### src/rtl/wb_arbiter.sv
// Write-back arbiter: ALU results win, long results queue in a FIFO.
// Optional perf counters under WB_PERF_EN.
module wb_arbiter #(
    parameter int XLEN       = 64,
    parameter int DEPTH      = 4,
    parameter int STARVE_MAX = 8
) (
    input  logic                       clock,
    input  logic                       reset,
    input  logic                       alu_valid,
    input  logic [4:0]                 alu_rd,
    input  logic [XLEN-1:0]            alu_data,
    input  logic                       lng_valid,
    output logic                       lng_ready,
    input  logic [4:0]                 lng_rd,
    input  logic [XLEN-1:0]            lng_data,
    output logic                       wen,
    output logic [4:0]                 wAddr,
    output logic [XLEN-1:0]            wData,
    output logic [31:0]                pend_mask,
    output logic [$clog2(DEPTH+1)-1:0] fifo_cnt,
    output logic                       alu_hold
`ifdef WB_PERF_EN
    ,
    output logic [31:0]                perf_alu_wr,
    output logic [31:0]                perf_lng_wr,
    output logic [31:0]                perf_conflict
`endif
);

    localparam int CW = $clog2(DEPTH + 1);
    localparam int PW = $clog2(DEPTH);
    localparam int SW = $clog2(STARVE_MAX + 1);

    logic [4:0]      mem_rd   [DEPTH];
    logic [XLEN-1:0] mem_data [DEPTH];
    logic [DEPTH-1:0] vld;
    logic [PW-1:0]   rd_ptr;
    logic [PW-1:0]   wr_ptr;
    logic [CW-1:0]   cnt;
    logic [SW-1:0]   starve;
    logic [SW-1:0]   starve_nxt;
    logic            push;
    logic            pop;
    logic            busy;

    assign busy      = (cnt != '0);
    assign lng_ready = (cnt < CW'(DEPTH));
    // rd==0 results are accepted but never stored
    assign push      = lng_valid && lng_ready && (lng_rd != 5'd0);
    assign pop       = !alu_valid && busy;
    assign fifo_cnt  = cnt;

    always_comb begin
        pend_mask = '0;
        for (int i = 0; i < DEPTH; i++) begin
            if (vld[i]) pend_mask[mem_rd[i]] = 1'b1;
        end
        pend_mask[0] = 1'b0;
    end

    always_comb begin
        starve_nxt = starve;
        if (pop || !busy) begin
            starve_nxt = '0;
        end else if (alu_valid && starve != SW'(STARVE_MAX)) begin
            starve_nxt = starve + SW'(1);
        end
    end

    always_ff @(posedge clock) begin
        if (push) begin
            mem_rd[wr_ptr]   <= lng_rd;
            mem_data[wr_ptr] <= lng_data;
        end
    end

    always_ff @(posedge clock or posedge reset) begin
        if (reset) begin
            vld      <= '0;
            rd_ptr   <= '0;
            wr_ptr   <= '0;
            cnt      <= '0;
            starve   <= '0;
            alu_hold <= 1'b0;
            wen      <= 1'b0;
            wAddr    <= '0;
            wData    <= '0;
        end else begin
            if (push) begin
                vld[wr_ptr] <= 1'b1;
                wr_ptr      <= wr_ptr + PW'(1);
            end
            if (pop) begin
                vld[rd_ptr] <= 1'b0;
                rd_ptr      <= rd_ptr + PW'(1);
            end
            if (push && !pop) cnt <= cnt + CW'(1);
            else if (pop && !push) cnt <= cnt - CW'(1);

            starve   <= starve_nxt;
            alu_hold <= (starve_nxt == SW'(STARVE_MAX));

            if (alu_valid) begin
                wen   <= (alu_rd != 5'd0);
                wAddr <= alu_rd;
                wData <= alu_data;
            end else if (busy) begin
                wen   <= 1'b1;
                wAddr <= mem_rd[rd_ptr];
                wData <= mem_data[rd_ptr];
            end else begin
                wen   <= 1'b0;
            end
        end
    end

`ifdef WB_PERF_EN
    always_ff @(posedge clock or posedge reset) begin
        if (reset) begin
            perf_alu_wr   <= '0;
            perf_lng_wr   <= '0;
            perf_conflict <= '0;
        end else begin
            if (alu_valid && alu_rd != 5'd0) perf_alu_wr <= perf_alu_wr + 32'd1;
            if (pop) perf_lng_wr <= perf_lng_wr + 32'd1;
            if (alu_valid && busy) perf_conflict <= perf_conflict + 32'd1;
        end
    end
`endif

endmodule
### config.mk
export PLATFORM = sky130hd
export DESIGN_NAME = wb_arbiter
export DESIGN_NICKNAME = d
export VERILOG_FILES = /design/src/rtl/wb_arbiter.sv
export SDC_FILE = /design/constraint.sdc
export NUM_CORES = 1
export LEC_CHECK = 0
export BUFFER_PORTS_ARGS = -buffer_cell sky130_fd_sc_hd__clkbuf_2
export CORE_MARGIN = 1.5
export CORE_UTILIZATION = 35
export CTS_CLUSTER_DIAMETER = 120
export DETAILED_ROUTE_END_ITERATION = 8
export HOLD_SLACK_MARGIN = 0.08
export PLACE_DENSITY = 0.53
export RECOVER_POWER = 25
export SLEW_MARGIN = 25
export SYNTH_ARGS = -nofsm -noshare
export SYNTH_HDL_FRONTEND = slang
export SYNTH_SLANG_ARGS = --single-unit
### constraint.sdc
create_clock -name clock -period 2.5 [get_ports clock]
set_input_delay 0.125 -clock clock [delete_from_list [all_inputs] [get_ports clock]]
set_output_delay 0.125 -clock clock [all_outputs]
set_load 0.02 [all_outputs]
==> results.yml, run 1 <==
setup_path:
  startpoint_type: "register"
  crit_fanout: 9
  path_class: "reg -> out"
  critPathRequiredTime_ns: 2.38
  end_kind: "output pin"
  regToRegStartpoint: "fifo_cnt[0]"
  arrival_ns: 2.27
  startpoint: "mem_rd[2][2]"
synthesis:
  synth.ff_latch_count: 362
  synth_ff_type: "edfxtp_1"
  yosysWarnings: 0
  synth_area_um2: 14930
  synth_cell_types: 45
  netlist.area_leader.share_pct: 55.50
  yosysSeqAreaShare_pct: 69.91
  synth_edf_count: 276
  yosys-top-cells-area: "edfxtp_1 55%, dfrtp_1 14%, mux4_2 10%, a22oi_1 4.8%, inv_1 2.4%"
  syn_area_per_cell_um2: 16.80
  yosysTopAreaCell: "edfxtp_1"
  synth_fp_nets: 1043
  syn_inst: 889
  synth-async-reset-ratio_pct: 23.76
timing:
  relSlewSlack_pct: 48.26
  timing.final.hold_violations: 0
  period_share_pct: 95.99
  post-route-min-period_ns: 2.400
  worst_slack_ns: 0.1002
  worst_slew_pin_slew_ns: 0.7654
  fin_worst_skew_ns: 0.02408
  grt_setup_unrepaired: "true"
  maxSlewViolCount: 0
  max_clock_freq_mhz: 416.7
  holdWs_ns: 0.1864
  setup_viol: 0
place:
  gp_congestion: 0.8500
  placed_cells: 1647
  placement.cell_area_um2: 16870
  dp_hpwl_um: 24300
  post-place-ws_ns: 0.2979
  portBuffers: 247
global_route:
  gr-total-overflow: 0
  grt_pass1_vias: 10079
  grt_max_degree: 71
  grt_pass1_wl_um: 58830
  grt_use_total_pct: 17.41
  antenna_found_initial: 5
layout:
  final_nets: 1444
  fin_cells: 1863
  layout-drive-gt1-share_pct: 27.63
  fin_area_um2: 19490
  area_delta_synth_final_pct: 30.50
  layout.area.seq_um2: 10450
  nFillCells: 3750
  multi_input_area_um2: 3846
worst_hold_path:
  hold_class: "in -> async"
detailed_routing:
  via_count: 9498
  drt.antenna.violating_nets: 0
  finalWirelength_um: 37940
  wl_per_cell_um: 20.37
  drt_iter0_markers: 658
  drc: 0
  viasPerCell: 5.098
  firstDrtPassIters: 5
power_and_ir_drop:
  powerDensity_nw_per_um2: 1012
  total_leakage_power_nw: 7.305
  peakVddDrop_uv: 593.2
die:
  core_um2: 42040
  initial_core_util_pct: 35.52
  die_area_um2: 43920
  dieWidth_um: 209.6
  rows: 75
  ios: 249
  die_height_um: 209.6
clocking:
  cts_tree: "built"
  post_cts_buffers: 0
  clock_path_buffers: 3
  clk_pin_slew_ns: 0.06
  clock-sinks: 362
  numCtsBuffers: 39
  cts_max_level: 2
  clock_latency_ns: 0.54
  clock-root-buffer: "clkbuf_16"
run:
  max_cap_viol_count: 0
status:
  outcome: "finished, final reports clean"
[cells in the mapped netlist, drive strengths merged (4+ instances only)]
| master | instances |
|---|---|
| o21ai | 69 |
| buf | 34 |
| mux4 | 69 |
| nor4 | 4 |
| a32oi | 8 |
| clkbuf | 15 |
| dfrtp | 86 |
| ha | 11 |
| nand2 | 7 |
| and4bb | 4 |
| nand3 | 9 |
| xnor2 | 5 |
| a22oi | 96 |
| nor2b | 13 |
| nand2b | 8 |
| a211o | 4 |
| o221ai | 31 |
| and4b | 6 |
| edfxtp | 276 |
| nor2 | 12 |
| inv | 94 |
[what timing repair did]
action / CTS / global route
resized for setup: 0 / 1
endpoints found under the hold margin: 389 / 0
hold buffers: 141 / 0
setup endpoints to repair: 0 / 5
[routing by layer]
| layer | vias up | GRT usage [%] | wire length (um) |
|---|---|---|---|
| li1 | 4327 | - | - |
| met1 | 4847 | 23.42 | 16860 |
| met2 | 274 | 29.26 | 18480 |
| met3 | 46 | 3.277 | 1898 |
| met4 | 4 | 4.341 | 682 |
| met5 | - | 0 | 26 |
[final timing paths]
kind / endpoint / slack [ns] / cells past startpoint
hold / removal: wData[38] / 0.19 / 3
hold reg to reg: wData[5] / 0.50 / 2
min in group clock: wr_ptr[0] / 0.19 / 4
setup / recovery: pend_mask[9] / 0.10 / 4
setup reg to reg: fifo_cnt[2] / 0.30 / 9
max in group asynchronous: wData[51] / 1.48 / 4
[cells by family after synthesis]
family	count (synthesis)	synth area share (%)
flip-flops	362	69.91
AO/OA/AOI/OAI	211	9.802
buffers and inverters	143	4.382
AND/OR/NAND/NOR	78	3.586
multiplexers	75	10.83
adder cells (fa/ha/maj)	12	1.056
XOR/XNOR	7	0.4105
other	1	0.02511
[state kept, by name, summed over array words and instances, names as in the netlist]
signal and flops:
fifo_cnt 3, wData 64, alu_hold 1, vld 4, wr_ptr 2, wen 1
mem_data 256, starve 4, rd_ptr 2, wAddr 5, mem_rd 20
[area by class of cell]
cell class	instances	share of cell area [%]
Multi-Input combinational cell	384	19.73
Timing Repair Buffer	409	14.77
Clock inverter	20	0.9758
Inverter	94	1.900
Tap cell	539	3.460
Sequential cell	362	53.60
Antenna cell	3	0.03852
Clock buffer	52	5.515
[metrics by stage]
step | util [%] | power (mW) | TNS (ns)
2_1_floorplan | - | 12.05 | 0
3_3_place_gp | 40.12 | 14.07 | 0
3_5_place_dp | 40.12 | 14.11 | 0
4_1_cts | 46.49 | 20.05 | 0
5_1_grt | 46.35 | 20.78 | -0.01622
6_report | 46.36 | 19.73 | 0
[report_power, final]
part | switching [mW] | internal (mW) | leakage (nW)
sequential | 0.790 | 7.68 | 3.54
combinational | 3.14 | 2.42 | 3.14
clock | 2.35 | 3.35 | 0.622
total | 6.28 | 13.5 | 7.31
[placed cells by master, fill, tap and decap left out, types with 39 or more instances in the layout]
cell type,n
clkbuf_16,39
clkbuf_2,193
clkbuf_1,61
inv_1,88
o21ai_0,53
dfrtp_1,84
dlygate4sd3_1,141
a22oi_1,96
edfxtp_1,276
mux4_2,69
[critical path, cell delays in order (launching register included)]
cell      delay (ns)
edfxtp_1        0.51
nor4bb_1        0.69
a22oi_1         0.23
o221ai_1        0.12
clkbuf_2        0.21
(Power assumes the default switching activity.)
==> run 2: changes to the inputs <==
--- a/config.mk
+++ b/config.mk
@@ -5,6 +5,7 @@
 export SDC_FILE = /design/constraint.sdc
 export NUM_CORES = 1
 export LEC_CHECK = 0
+export ABC_AREA = 1
 export BUFFER_PORTS_ARGS = -buffer_cell sky130_fd_sc_hd__clkbuf_2
 export CORE_MARGIN = 1.5
 export CORE_UTILIZATION = 35
@@ -12,7 +13,6 @@
 export DETAILED_ROUTE_END_ITERATION = 8
 export HOLD_SLACK_MARGIN = 0.08
 export PLACE_DENSITY = 0.53
-export RECOVER_POWER = 25
 export SLEW_MARGIN = 25
 export SYNTH_ARGS = -nofsm -noshare
 export SYNTH_HDL_FRONTEND = slang
==> run 2 against run 1 <==
  * Synthesized cell count is 63% higher
  * Sequential power is 2.6% lower
  * Worst setup slack better by 0.056 ns
  * Combinational power is 16% higher
  * First-iteration DRC count is 0.15% higher
  * Fmax is 2.4% higher
  * Critical endpoint is now pend_mask[25]
==> results.yml, run 2 <==
synthesis:
  yosysTopAreaCell: "edfxtp_1"
  yosys-top-cells-area: "edfxtp_1 53%, dfrtp_1 14%, nand2_1 11%, nand3_1 8.6%, a21oi_1 2.0%"
  synth_edf_count: 276
  netlist.area_leader.share_pct: 53.29
  synth-async-reset-ratio_pct: 23.76
  syn_area_per_cell_um2: 10.72
  synth_area_um2: 15550
  syn_inst: 1450
  synth_fp_nets: 1604
  yosysSeqAreaShare_pct: 67.13
  synth_commonest_cells: "440 x nand2_1, 276 x edfxtp_1, 268 x nand3_1, 86 x dfrtp_1, 73 x inv_1"
  synth_ff_type: "edfxtp_1"
  synth.ff_latch_count: 362
  yosysMostFrequentCell: "nand2_1"
  yosysWarnings: 0
  synth_cell_types: 34
die:
  rows: 77
  ios: 249
  die_height_um: 213.8
  die_area_um2: 45710
  core_um2: 44030
  initial_core_util_pct: 35.32
  dieWidth_um: 213.8
clocking:
  clock-root-buffer: "clkbuf_16"
  post_cts_buffers: 0
  clock_latency_ns: 0.55
  clock_path_buffers: 3
  clock-sinks: 362
  cts_tree: "built"
  clk_pin_slew_ns: 0.06
  cts_hold_buf: 144
  cts.repair.resized: 0
  numCtsBuffers: 41
  cts_max_level: 2
detailed_routing:
  finalWirelength_um: 43320
  drc: 0
  via_count: 11797
  wl_per_cell_um: 17.54
  drt_iter0_markers: 659
  firstDrtPassIters: 5
  viasPerCell: 4.778
  drt.antenna.violating_nets: 0
layout:
  layout-drive-gt1-share_pct: 18.78
  layout_common_cells: "440 x nand2_1, 276 x edfxtp_1, 268 x nand3_1"
  fin_area_um2: 20290
  largest_register_ffs: 256
  top_register: "mem_data"
  layout_commonest_cell: "nand2_1"
  final_nets: 1996
  reg_top3: "mem_data: 256 flops, wData: 64 flops, mem_rd: 20 flops"
  area_delta_synth_final_pct: 30.49
  nFillCells: 4127
timing:
  holdWs_ns: 0.09536
  maxSlewViolCount: 0
  grt_setup_unrepaired: "false"
  worst_slew_pin_slew_ns: 0.7819
  timing.final.hold_violations: 0
  setup_viol: 0
  max_clock_freq_mhz: 426.6
  period_share_pct: 93.77
  tns_ns: 0
  post-route-min-period_ns: 2.344
  relSlewSlack_pct: 47.47
  fin_worst_skew_ns: 0.01622
global_route:
  gr-total-overflow: 0
  grt_use_total_pct: 19.10
  grt_max_degree: 150
  grt_pass1_vias: 11415
  grt_pass1_wl_um: 66120
  antenna_found_initial: 4
place:
  portBuffers: 247
  placement.cell_area_um2: 17520
  dp_hpwl_um: 26460
  gp_congestion: 0.9071
setup_path:
  arrival_ns: 2.22
  end_kind: "output pin"
  startpoint_type: "register"
  path_class: "reg -> out"
  crit_fanout: 6
  max_stage_delay_ns: 0.66
  critPathRequiredTime_ns: 2.38
  path_cells: "inv_1 > nor3_1 > nand2_1 > nand4_1 > clkbuf_2"
  slowest_stage: "nor3_1"
power_and_ir_drop:
  total_leakage_power_nw: 8.389
  peakVddDrop_uv: 566.1
  powerDensity_nw_per_um2: 1016
status:
  outcome: "finished, final reports clean"
run:
  max_cap_viol_count: 0
worst_hold_path:
  hold_class: "in -> async"
## run 2: cell types whose count changed after synthesis, sizes merged, moves of 38 or more
cell	delta
nand2	+434
nand3	+259
a22oi	-88
mux4	-69
a21oi	+60
nor2	+38
## run 2: through the flow
stage	util (%)	total power, mW	setup WS, ns	instances
after floorplan	-	12.42	0.1532	1450
after global placement	39.80	14.72	0.4477	2247
after global routing	46.09	21.85	0.002973	2469
final	46.09	20.61	0.1557	2469
after detailed placement	39.80	14.78	0.4747	2247
after CTS	46.07	20.91	0.1492	2466
## run 2: logic make-up (layout without fill, tap and decap cells)
logic type	after synthesis	after routing	synth area share [%]
fa+ha+maj	12	12	1.014
mux	22	22	1.416
flops	362	362	67.13
xor+xnor	4	4	0.2253
compound gates	122	122	4.329
other cells	1	4	0.02411
buf+inv	147	571	4.433
simple gates	780	780	21.43
## run 2: layout make-up
cell class	count	area (um^2)	area share, %
diodes	3	7.507	0.03699
flip-flops and latches	362	10450	51.48
clock buffers	52	1119	5.512
multi-input cells	941	4422	21.79
repair buffers	420	3048	15.02
clock inverters	23	202.7	0.9988
well taps	592	740.7	3.650
inverters	76	306.5	1.511
## run 2: routing by layer
metal,wire length [um],track usage [%],up-vias
met4,583,4.080,2
li1,-,-,5793
met3,2322,3.881,48
met1,19680,25.68,5664
met2,20720,31.96,290
met5,7,0,-
## run 2: worst paths after layout
path	cells past startpoint	endpoint	start	slack, ns
max in group asynchronous	4	starve[3]	reset	1.56
hold reg to reg	2	wData[54]	wData[54]	0.48
min in group clock	3	wData[51]	alu_valid	0.12
setup reg to reg	9	fifo_cnt[2]	fifo_cnt[2]	0.47
setup / recovery	5	pend_mask[25]	mem_rd[3][4]	0.16
hold / removal	3	wData[52]	reset	0.1
## run 2: where the power goes
part / total, mW / switching (mW) / internal [mW]
Clock: 5.89 / 2.40 / 3.48
Combinational: 6.47 / 4.45 / 2.02
Sequential: 8.25 / 0.527 / 7.73
## run 2: worst max-delay path, delay by kind of cell, from the launching register on
family                 cells  cell delay [ns]
AND/OR/NAND/NOR            3             0.90
buffers and inverters      2             0.32
flip-flops                 1             0.47
